File: src/rtl/lc3_uart_mmio_ctrl.sv
// LC-3 keyboard/display MMIO controller: KBSR/KBDR/DSR/DDR decode, RX FIFO,
// TX holding register and level interrupt request.
module lc3_uart_mmio_ctrl #(
    parameter int          RX_DEPTH  = 4,
    parameter int          UART_W    = 8,
    parameter logic [15:0] BASE_ADDR = 16'hFE00
) (
    input  logic              clk,
    input  logic              rst_n,
    input  logic              mem_en,
    input  logic              mem_wen,
    input  logic [15:0]       mem_addr,
    input  logic [15:0]       mem_wdata,
    output logic [15:0]       mem_rdata,
    output logic              mem_rdata_valid,
    output logic [UART_W-1:0] tx_data,
    output logic              tx_valid,
    input  logic              tx_ready,
    input  logic [UART_W-1:0] rx_data,
    input  logic              rx_valid,
    output logic              rx_ready,
    output logic              irq
);
    localparam int AW  = $clog2(RX_DEPTH);
    localparam int CW  = AW + 1;
    localparam int PAD = 16 - UART_W;
    localparam logic [CW-1:0] DEPTH_C = CW'(RX_DEPTH);
    localparam logic [15:0] KBSR_A = BASE_ADDR;
    localparam logic [15:0] KBDR_A = BASE_ADDR + 16'd2;
    localparam logic [15:0] DSR_A  = BASE_ADDR + 16'd4;
    localparam logic [15:0] DDR_A  = BASE_ADDR + 16'd6;

    logic [UART_W-1:0] fifoMem [RX_DEPTH];
    logic [AW-1:0]     wrPtr, rdPtr;
    logic [CW-1:0]     count;
    logic              txFull, kie, die, ovr;

    logic isKbsr, isKbdr, isDsr, isDdr, mapped;
    logic rdEn, wrEn, empty, full, push, pop, txFire, ddrWr, ddrLoad;
    logic [UART_W-1:0] rxHead;

    assign isKbsr = (mem_addr == KBSR_A);
    assign isKbdr = (mem_addr == KBDR_A);
    assign isDsr  = (mem_addr == DSR_A);
    assign isDdr  = (mem_addr == DDR_A);
    assign mapped = isKbsr | isKbdr | isDsr | isDdr;
    assign rdEn   = mem_en & ~mem_wen;
    assign wrEn   = mem_en & mem_wen;

    assign empty  = (count == '0);
    assign full   = (count == DEPTH_C);
    assign rxHead = fifoMem[rdPtr];
    // Ready follows the registered count only, so a same-cycle pop never frees a slot early.
    assign rx_ready = ~full;
    assign push     = rx_valid & ~full;
    assign pop      = rdEn & isKbdr & ~empty;

    assign tx_valid = txFull;
    assign txFire   = txFull & tx_ready;
    assign ddrWr    = wrEn & isDdr;
    assign ddrLoad  = ddrWr & (~txFull | txFire);

    assign irq = (kie & ~empty) | (die & ~txFull);

    always_ff @(posedge clk) begin
        if (push) fifoMem[wrPtr] <= rx_data;
    end

    always_ff @(posedge clk or negedge rst_n) begin
        if (!rst_n) begin
            wrPtr           <= '0;
            rdPtr           <= '0;
            count           <= '0;
            txFull          <= 1'b0;
            tx_data         <= '0;
            kie             <= 1'b0;
            die             <= 1'b0;
            ovr             <= 1'b0;
            mem_rdata       <= '0;
            mem_rdata_valid <= 1'b0;
        end else begin
            if (push) wrPtr <= wrPtr + AW'(1);
            if (pop)  rdPtr <= rdPtr + AW'(1);
            case ({push, pop})
                2'b10:   count <= count + CW'(1);
                2'b01:   count <= count - CW'(1);
                default: count <= count;
            endcase

            if (ddrLoad) begin
                tx_data <= mem_wdata[UART_W-1:0];
                txFull  <= 1'b1;
            end else if (txFire) begin
                txFull  <= 1'b0;
            end

            if (wrEn && isKbsr) kie <= mem_wdata[14];
            if (wrEn && isDsr) begin
                die <= mem_wdata[14];
                if (mem_wdata[0]) ovr <= 1'b0;
            end
            if (ddrWr && !ddrLoad) ovr <= 1'b1;

            mem_rdata_valid <= rdEn & mapped;
            if (rdEn && mapped) begin
                if (isKbsr)      mem_rdata <= {~empty, kie, 14'b0};
                else if (isKbdr) mem_rdata <= empty ? 16'h0000 : {{PAD{1'b0}}, rxHead};
                else if (isDsr)  mem_rdata <= {~txFull, die, 13'b0, ovr};
                else             mem_rdata <= {{PAD{1'b0}}, tx_data};
            end
        end
    end
endmodule

File: config.mk
export PLATFORM = sky130hd
export DESIGN_NAME = lc3_uart_mmio_ctrl
export DESIGN_NICKNAME = d
export VERILOG_FILES = /design/src/rtl/lc3_uart_mmio_ctrl.sv
export SDC_FILE = /design/constraint.sdc
export NUM_CORES = 1
export LEC_CHECK = 0
export BUFFER_PORTS_ARGS = -buffer_cell sky130_fd_sc_hd__buf_2
export CORE_MARGIN = 4
export CORE_UTILIZATION = 45
export CTS_CLUSTER_DIAMETER = 30
export DETAILED_ROUTE_END_ITERATION = 8
export PLACE_DENSITY = 0.81
export RECOVER_POWER = 25
export SETUP_SLACK_MARGIN = 0.2
export SYNTH_ARGS = -nofsm -noshare
export SYNTH_HDL_FRONTEND = slang
export SYNTH_SLANG_ARGS = --single-unit
File: constraint.sdc
create_clock -name clk -period 3.04 [get_ports clk]
set_clock_uncertainty 0.05 [all_clocks]
set_input_delay 0.608 -clock clk [delete_from_list [all_inputs] [get_ports clk]]
set_output_delay 0.608 -clock clk [all_outputs]
set_load 0.01 [all_outputs]
After elaboration in Yosys (flattened, before gate mapping) --
Memory sizes are Yosys's and may differ from the RTL's. Index checks and enable logic that the tools add are counted.
Word-level totals: flip-flop bits (word level) 36, bits in writable memories 32, input port bits 46, memories 1
Cells by class: $add $sub $neg 4, eq/ne operators 7, multiplexer cells 12, bitwise logic cells 20, reductions and logical operators 11
Memory list:
- fifoMem | words 4, width 8, rd ports 1, clocked after Yosys merged registers in 0, write ports 1, line 33 | logic [UART_W-1:0] fifoMem [RX_DEPTH];
Operators by type and width (count):
- $eq A16 B16 Y1 const B | 4
- $mux W16 | 3
- $and A1 B1 Y1 | 11
- $mux W8 | 1
- $reduce_bool A2 Y1 | 4
- $mux W1 | 7
- $pmux W3 S2 | 1
- $or A1 B1 Y1 | 5
- $add A2 B1 Y2 const B | 2
- $logic_and A1 B1 Y1 | 4
- $not A1 Y1 | 4
- $add A3 B1 Y3 const B | 1
- $eq A3 B3 Y1 const B | 1
- $logic_not A3 Y1 | 1
- $sub A3 B1 Y3 const B | 1
- $eq A2 B1 Y1 const B | 1
- $eq A2 B2 Y1 const B | 1
- $reduce_and A2 Y1 | 1
- $logic_not A1 Y1 | 1

Longest topological paths before layout --
Gate-level depths: netlist of the first run.
depth in word-level cells 7, depth in mapped cells 9, mapped depth without buffers 9

Least setup slack after synthesis of the first run --
OpenSTA, ideal clock, no wires.
path kind in2reg, start input mem_addr[2], end register count[1], library setup time 0.125 ns, data arrival time 2.297 ns, required time 2.865 ns, slack 0.568 ns, cell stages on the path 6, buffers on the path 1, path through clkbuf_1 nor3b_2 and3_1 ha_1 fa_1 mux2_2
Between the ends: cells in the longest elaborated chain, start to end 5
RTL lines:
- from (decl) | line 12 | input logic [15:0] mem_addr,
- $eq A16 B16 Y1 * | line 43 | assign isKbdr = (mem_addr == KBDR_A);
- $and A1 B1 Y1 * (2 in a row) | line 56 | assign pop = rdEn & isKbdr & ~empty;
- net pop | line 39 | logic rdEn, wrEn, empty, full, push, pop, txFire, ddrWr, ddrLoad;
- $eq A2 B1 Y1 / $eq A2 B2 Y1 (equally long branches) | line 84 | case ({push, pop})
- $pmux W3 S2 / $reduce_bool A2 Y1 (equally long branches)
- to (signal assigned) | line 85 | 2'b10: count <= count + CW'(1);
- to (signal assigned) | line 86 | 2'b01: count <= count - CW'(1);
- to (signal assigned) | line 87 | default: count <= count;
- to (decl) | line 35 | logic [CW-1:0] count;
Mark *: on every way through the listed nets, which the timed path passes. The rest lies on a longest branch. A chain may end at the register's enable or synchronous reset.

Final worst setup path of the first run --
start register count[0], end register count[2]
Between the ends: cells in the longest elaborated chain, start to end 5
RTL lines:
- $logic_not A3 Y1 * | line 50 | assign empty = (count == '0);
- $not A1 Y1 * | line 56
- $and A1 B1 Y1 * | line 56
- net pop | line 39
- $eq A2 B1 Y1 / $eq A2 B2 Y1 (equally long branches) | line 84
- $pmux W3 S2 / $reduce_bool A2 Y1 (equally long branches)
Marked as above.

==> impl_metrics.tcl, run 1 <==
set metrics [dict create \
    hold_viol_final 0 \
    cts_root_buffer "clkbuf_8" \
    vias_per_cell 5.27 \
    holdWs_ns 0.442 \
    worst_slack_ns 0.612 \
    setup_viol 0 \
    syn-cell-area_sq_um 2760 \
    critical_path_required_ns 3.25 \
    num_rows 28 \
    arrival_ns 2.64 \
    drc 0 \
    rsz0062_at_grt "no" \
    maxCapViolations 1 \
    antenna-diode-count 0 \
    finalWirelength_um 5250 \
    die_w_um 86.4 \
    ctsResizeCount 0 \
    num-fill-cells 520 \
    numCtsBuffers 9 \
    slew_viol_final 31 \
    avgSynthCellArea_sq_um 14.4 \
    die_h_um 86.4 \
    grt_max_degree 31 \
    tritoncts "done" \
    dp_hpwl_um 3830 \
    clkTransAtPathRegs_ns 0.07 \
    ys_ff_latch 62 \
    holdBufCountCts 0 \
    slew_headroom_pct -12.2 \
    yosysSeqAreaShare_pct 62.0 \
    vias 1770 \
    synth_cell_types 42 \
    reg2regPathDepth 9 \
    dp_slack_ns 0.465 \
    place_congestion 0.728 \
    final.setup.tns_ns 0 \
    grt_remaining_overflow 0 \
    dr.pass1.iters 4 \
    violations "capacitance limit, slew limit" \
    leakagePower_uw 0.00143 \
    path_class "reg -> reg" \
    mostFrequentLayoutCell "buf_2" \
    post_cts_buffers 0 \
    grt_pass1_wl_um 8870 \
    tightest_slew_ns 1.68 \
    hold_class "reg -> reg" \
    drtAntennaViolNets 0 \
    cts_num_sinks 62 \
    endpoint_kind "register" \
    cts_max_path_buffers 2 \
    ys_top_cells_by_area "edfxtp_1 (35%), dfrtp_1 (27%), mux4_2 (6.5%)" \
    antenna_found_initial 0 \
    syn2layout_area_growth_pct 18.6 \
    finalNetCount 308 \
    peakVddDrop_mv 0.387 \
    status "finished with violations" \
    grt_pass1_vias 1793 \
    port-buffer-count 60 \
    crit_fanout 9 \
    period_needed_ns 2.43 \
    yosys.area.top_type_share_pct 34.8 \
    yosysTopAreaCell "edfxtp_1" \
    clk_latency_ns 0.33 \
    core_sq_um 5960 \
    drive_above_1_share_pct 36.4 \
    synthCells 192 \
    die_area_sq_um 7460 \
    max_freq_mhz 412 \
    ys_warn_count 0 \
    grt_usage_pct 15.7 \
    drtIter0Drc 78 \
    final_cell_mix "buf_2 (51), edfxtp_1 (32), dfrtp_1 (30)" \
    power_density_nw_per_um2 604 \
    post-route-period-util_pct 79.9 \
    crit_path_start_kind "register" \
    drt-wirelength-per-cell_um 15.6 \
    hold_depth 1 \
    initial_utilization_pct 46.4 \
    htreeDepth 3 \
    io-pin-count 74 \
]
cell usage after synthesis:
master	number
a21oi_1	6
a22o_1	2
a22oi_1	1
a31oi_1	7
and2_1	2
and3_1	5
and4_1	2
and4bb_2	1
buf_2	5
buf_4	6
clkbuf_1	3
clkbuf_2	1
conb_1	1
dfrtp_1	30
edfxtp_1	32
fa_1	1
ha_1	5
inv_1	7
mux2_2	12
mux2i_1	1
mux4_2	8
nand2_1	7
nand2b_1	2
nand3_1	7
nand4_1	2
nand4_2	1
nor2_1	4
nor2b_1	2
nor3_1	2
nor3_4	1
nor3b_2	1
nor4_1	3
nor4_4	1
o21ai_0	8
o21bai_1	1
o22a_1	1
o22ai_1	1
o2bb2ai_1	2
o31a_1	1
o31ai_1	1
xnor2_1	4
xor2_1	2
cells by family after synthesis:
kind of cell               synth area share (%)
DFF                                        62.0
and+or+nand+nor                            10.1
AOI/OAI and AO/OA                          7.07
buffers and inverters                      4.08
muxes                                      11.8
adders and majority gates                  2.99
xor gates and xnor gates                   1.90
other                                     0.136
path summary, 6_finish.rpt:
path,startpoint,to,slack (ns)
max reg2reg,count[0]$_DFFE_PN0P_,count[2]$_DFFE_PN0P_,0.61
min,mem_rdata[4]$_DFFE_PN0P_,mem_rdata[4]$_DFFE_PN0P_,0.44
min in group asynchronous,rst_n,tx_data[5]$_DFFE_PN0P_,0.65
max in group asynchronous,rst_n,wrPtr[0]$_DFFE_PN0P_,1.30
min reg2reg,mem_rdata[4]$_DFFE_PN0P_,mem_rdata[4]$_DFFE_PN0P_,0.44
max,count[0]$_DFFE_PN0P_,count[2]$_DFFE_PN0P_,0.61
layout make-up:
class | count | area (sq um) | area share (%)
flip-flops and latches | 62 | 1710 | 52.3
multi-input cells | 113 | 957 | 29.2
repair buffers | 63 | 312 | 9.51
clock buffers | 9 | 124 | 3.78
well taps | 75 | 93.8 | 2.86
clock inverters | 7 | 51.3 | 1.57
inverters | 7 | 26.3 | 0.802
critical path: stages (launching register included):
cell,delay (ns)
dfrtp_1,0.44
nor3_1,0.42
nor3b_2,0.08
buf_4,0.18
and3_1,0.20
ha_1,0.22
fa_1,0.38
xnor2_1,0.13
nor2_1,0.11
xor2_1,0.15
registers in the layout, indices dropped and copies added (netlist names):
signal / flops
ovr: 1
wrPtr: 2
count: 3
tx_valid: 1
rdPtr: 2
tx_data: 8
mem_rdata: 10
fifoMem: 32
mem_rdata_valid: 1
kie: 1
die: 1
per-stage QoR:
step                area (sq um)  power, uW  std cells  util (%)
finish                      3280       1980        336      55.0
detailed placement          3110       1390        320      52.2
global placement            3110       1360        320      52.2
floorplan                   2780       1280        197         -
global route                3280       2090        336      55.0
CTS                         3290       2010        336      55.2
where the power goes:
group / internal [uW] / switching [uW] / leakage (uW)
combinational: 124 / 164 / 0.000647
clock: 296 / 324 / 0.0000852
sequential: 1020 / 53.5 / 0.000701
metal layers:
layer | track usage [%] | vias up | share of wire (%)
li1 | - | 849 | -
met1 | 20.4 | 853 | 43
met2 | 24.2 | 61 | 47
met3 | 4.75 | 7 | 8.3
met4 | 7.51 | 0 | 1.4
met5 | 0 | - | 0
Note: power is estimated with default switching activity, not from simulation.
==> inputs of run 2 (changes only) <==
Clock period 3.04 ns to 2.5 ns, I/O delays scaled along.
==> run 2 against run 1 <==
  * The run still ends with capacitance limit, slew limit left
  * Count of clock-buffer cells in the layout unchanged
  * Utilization rose by 1.2 points
  * Die area stayed put
  * Largest cell class unchanged
  * First-iteration DRC count is 13% higher
  * Critical path depth unchanged
  * Combinational power increased by 30%
  * Final area up 2.2%
  * Routed wire length up 2.2%
  * Sequential share of layout area is 1.1 points lower
  * Register-to-register slack worse by 0.18 ns
==> impl_metrics.tcl, run 2 (synthesis results as in run 1) <==
set metrics [dict create \
    tightest_slew_ns 1.64 \
    drtAntennaViolNets 0 \
    die_area_sq_um 7460 \
    grt_max_degree 31 \
    antenna-diode-count 0 \
    fin_util_pct 56.2 \
    power_density_nw_per_um2 771 \
    drt-wirelength-per-cell_um 15.9 \
    hold_viol_final 0 \
    core_sq_um 5960 \
    vias 1768 \
    num-fill-cells 514 \
    grt_pass1_wl_um 8470 \
    num_rows 28 \
    syn2layout_area_growth_pct 21.2 \
    hold_class "in -> reg" \
    slew_viol_final 31 \
    slew_headroom_pct -9.03 \
    reg.largest.list "fifoMem: 32 flops, mem_rdata: 10 flops, tx_data: 8 flops" \
    status "finished with violations" \
    cp.depth 9 \
    hold_depth 2 \
    vias_per_cell 5.23 \
    dp_slack_ns 0.111 \
    critical_path_required_ns 2.71 \
    final.setup.tns_ns 0 \
    grt_usage_pct 15.1 \
    largest_register_ffs 32 \
    tritoncts "done" \
    crit_chain "nor3_1, buf_4, nor3b_4, and3_4, ha_4, fa_1, xnor2_1, nor2_1, xor2_1" \
    dp_hpwl_um 3940 \
    final_cell_mix "buf_2 (51), edfxtp_1 (32), dfrtp_1 (30)" \
    crit_path_start_kind "register" \
    mostFrequentLayoutCell "buf_2" \
    post-route-period-util_pct 82.6 \
    cp_top_family "simple AND/OR/NAND/NOR gates" \
    max_freq_mhz 484 \
    clk_latency_ns 0.34 \
    cts_max_path_buffers 2 \
    regMostFlops "fifoMem" \
    grt_pass1_vias 1750 \
    post_cts_buffers 0 \
    initial_utilization_pct 46.4 \
    peakVddDrop_mv 0.447 \
    place_congestion 0.782 \
    finalWirelength_um 5360 \
    drive_above_1_share_pct 36.9 \
    slowest_stage "dfrtp_1" \
    rsz0062_at_grt "no" \
    finalNetCount 311 \
    worst_slack_ns 0.435 \
    leakagePower_uw 0.00147 \
    drc 0 \
    drtIter0Drc 88 \
    endpoint_kind "register" \
    io-pin-count 74 \
    htreeDepth 3 \
    port-buffer-count 60 \
    path_class "reg -> reg" \
    maxCapViolations 1 \
    antenna_found_initial 0 \
    violations "capacitance limit, slew limit" \
    worst_path_largest_cell_delay_ns 0.42 \
    cts_num_sinks 62 \
    clkTransAtPathRegs_ns 0.07 \
    period_needed_ns 2.07 \
    critical_path_buf_inv_count 1 \
    reg2regPathDepth 9 \
    grt_remaining_overflow 0 \
    setup_viol 0 \
    crit_fanout 4 \
    holdBufCountCts 0 \
    arrival_ns 2.28 \
    ctsResizeCount 0 \
    die_h_um 86.4 \
    dr.pass1.iters 4 \
    cts_root_buffer "clkbuf_8" \
    numCtsBuffers 9 \
    die_w_um 86.4 \
]
## run 2: changes by cell type in the layout (fill, tap and decap cells not counted), sizes merged
cell and change:
clkinvlp -2, bufinv +2, buf +3, clkinv -1
## run 2: path summary, 6_finish.rpt
check	to	slack [ns]	from
min in group asynchronous	mem_rdata[4]$_DFFE_PN0P_	0.52	rst_n
worst min register to register	mem_rdata[4]$_DFFE_PN0P_	0.43	mem_rdata[4]$_DFFE_PN0P_
worst min-delay path	tx_data[7]$_DFFE_PN0P_	0.34	mem_wdata[7]
max in group asynchronous	mem_rdata[6]$_DFFE_PN0P_	0.92	rst_n
worst max register to register	count[2]$_DFFE_PN0P_	0.43	count[1]$_DFFE_PN0P_
worst max-delay path	count[2]$_DFFE_PN0P_	0.43	count[1]$_DFFE_PN0P_
## run 2: where the power goes
part           internal, uW  total (uW)  switching, uW
combinational           166         374            208
sequential             1240        1300           64.8
clock                   545         907            362
## run 2: per-stage QoR
stage,power [uW],hold slack (ns),area [sq um],cells
after floorplan,1560,0.154,2810,197
after global placement,1680,0.429,3160,323
after detailed placement,1710,0.426,3160,323
after CTS,2620,0.156,3360,338
after global routing,2710,0.339,3350,338
final,2580,0.342,3350,338
## run 2: final cells by class
class,count,area (sq um),area share (%)
clock buffers,9,124,3.70
clock inverters,6,77.6,2.32
inverters,7,26.3,0.785
multi-input cells,113,981,29.3
flip-flops and latches,62,1710,51.1
well taps,75,93.8,2.80
repair buffers,66,334,9.98
## run 2: metal layers
metal / track usage (%) / vias up / share of wire (%)
met1: 18.6 / 846 / 41
met2: 23.9 / 67 / 49
met5: 0 / - / 0
met3: 3.99 / 12 / 7.5
li1: - / 843 / -
met4: 8.92 / 0 / 2.6
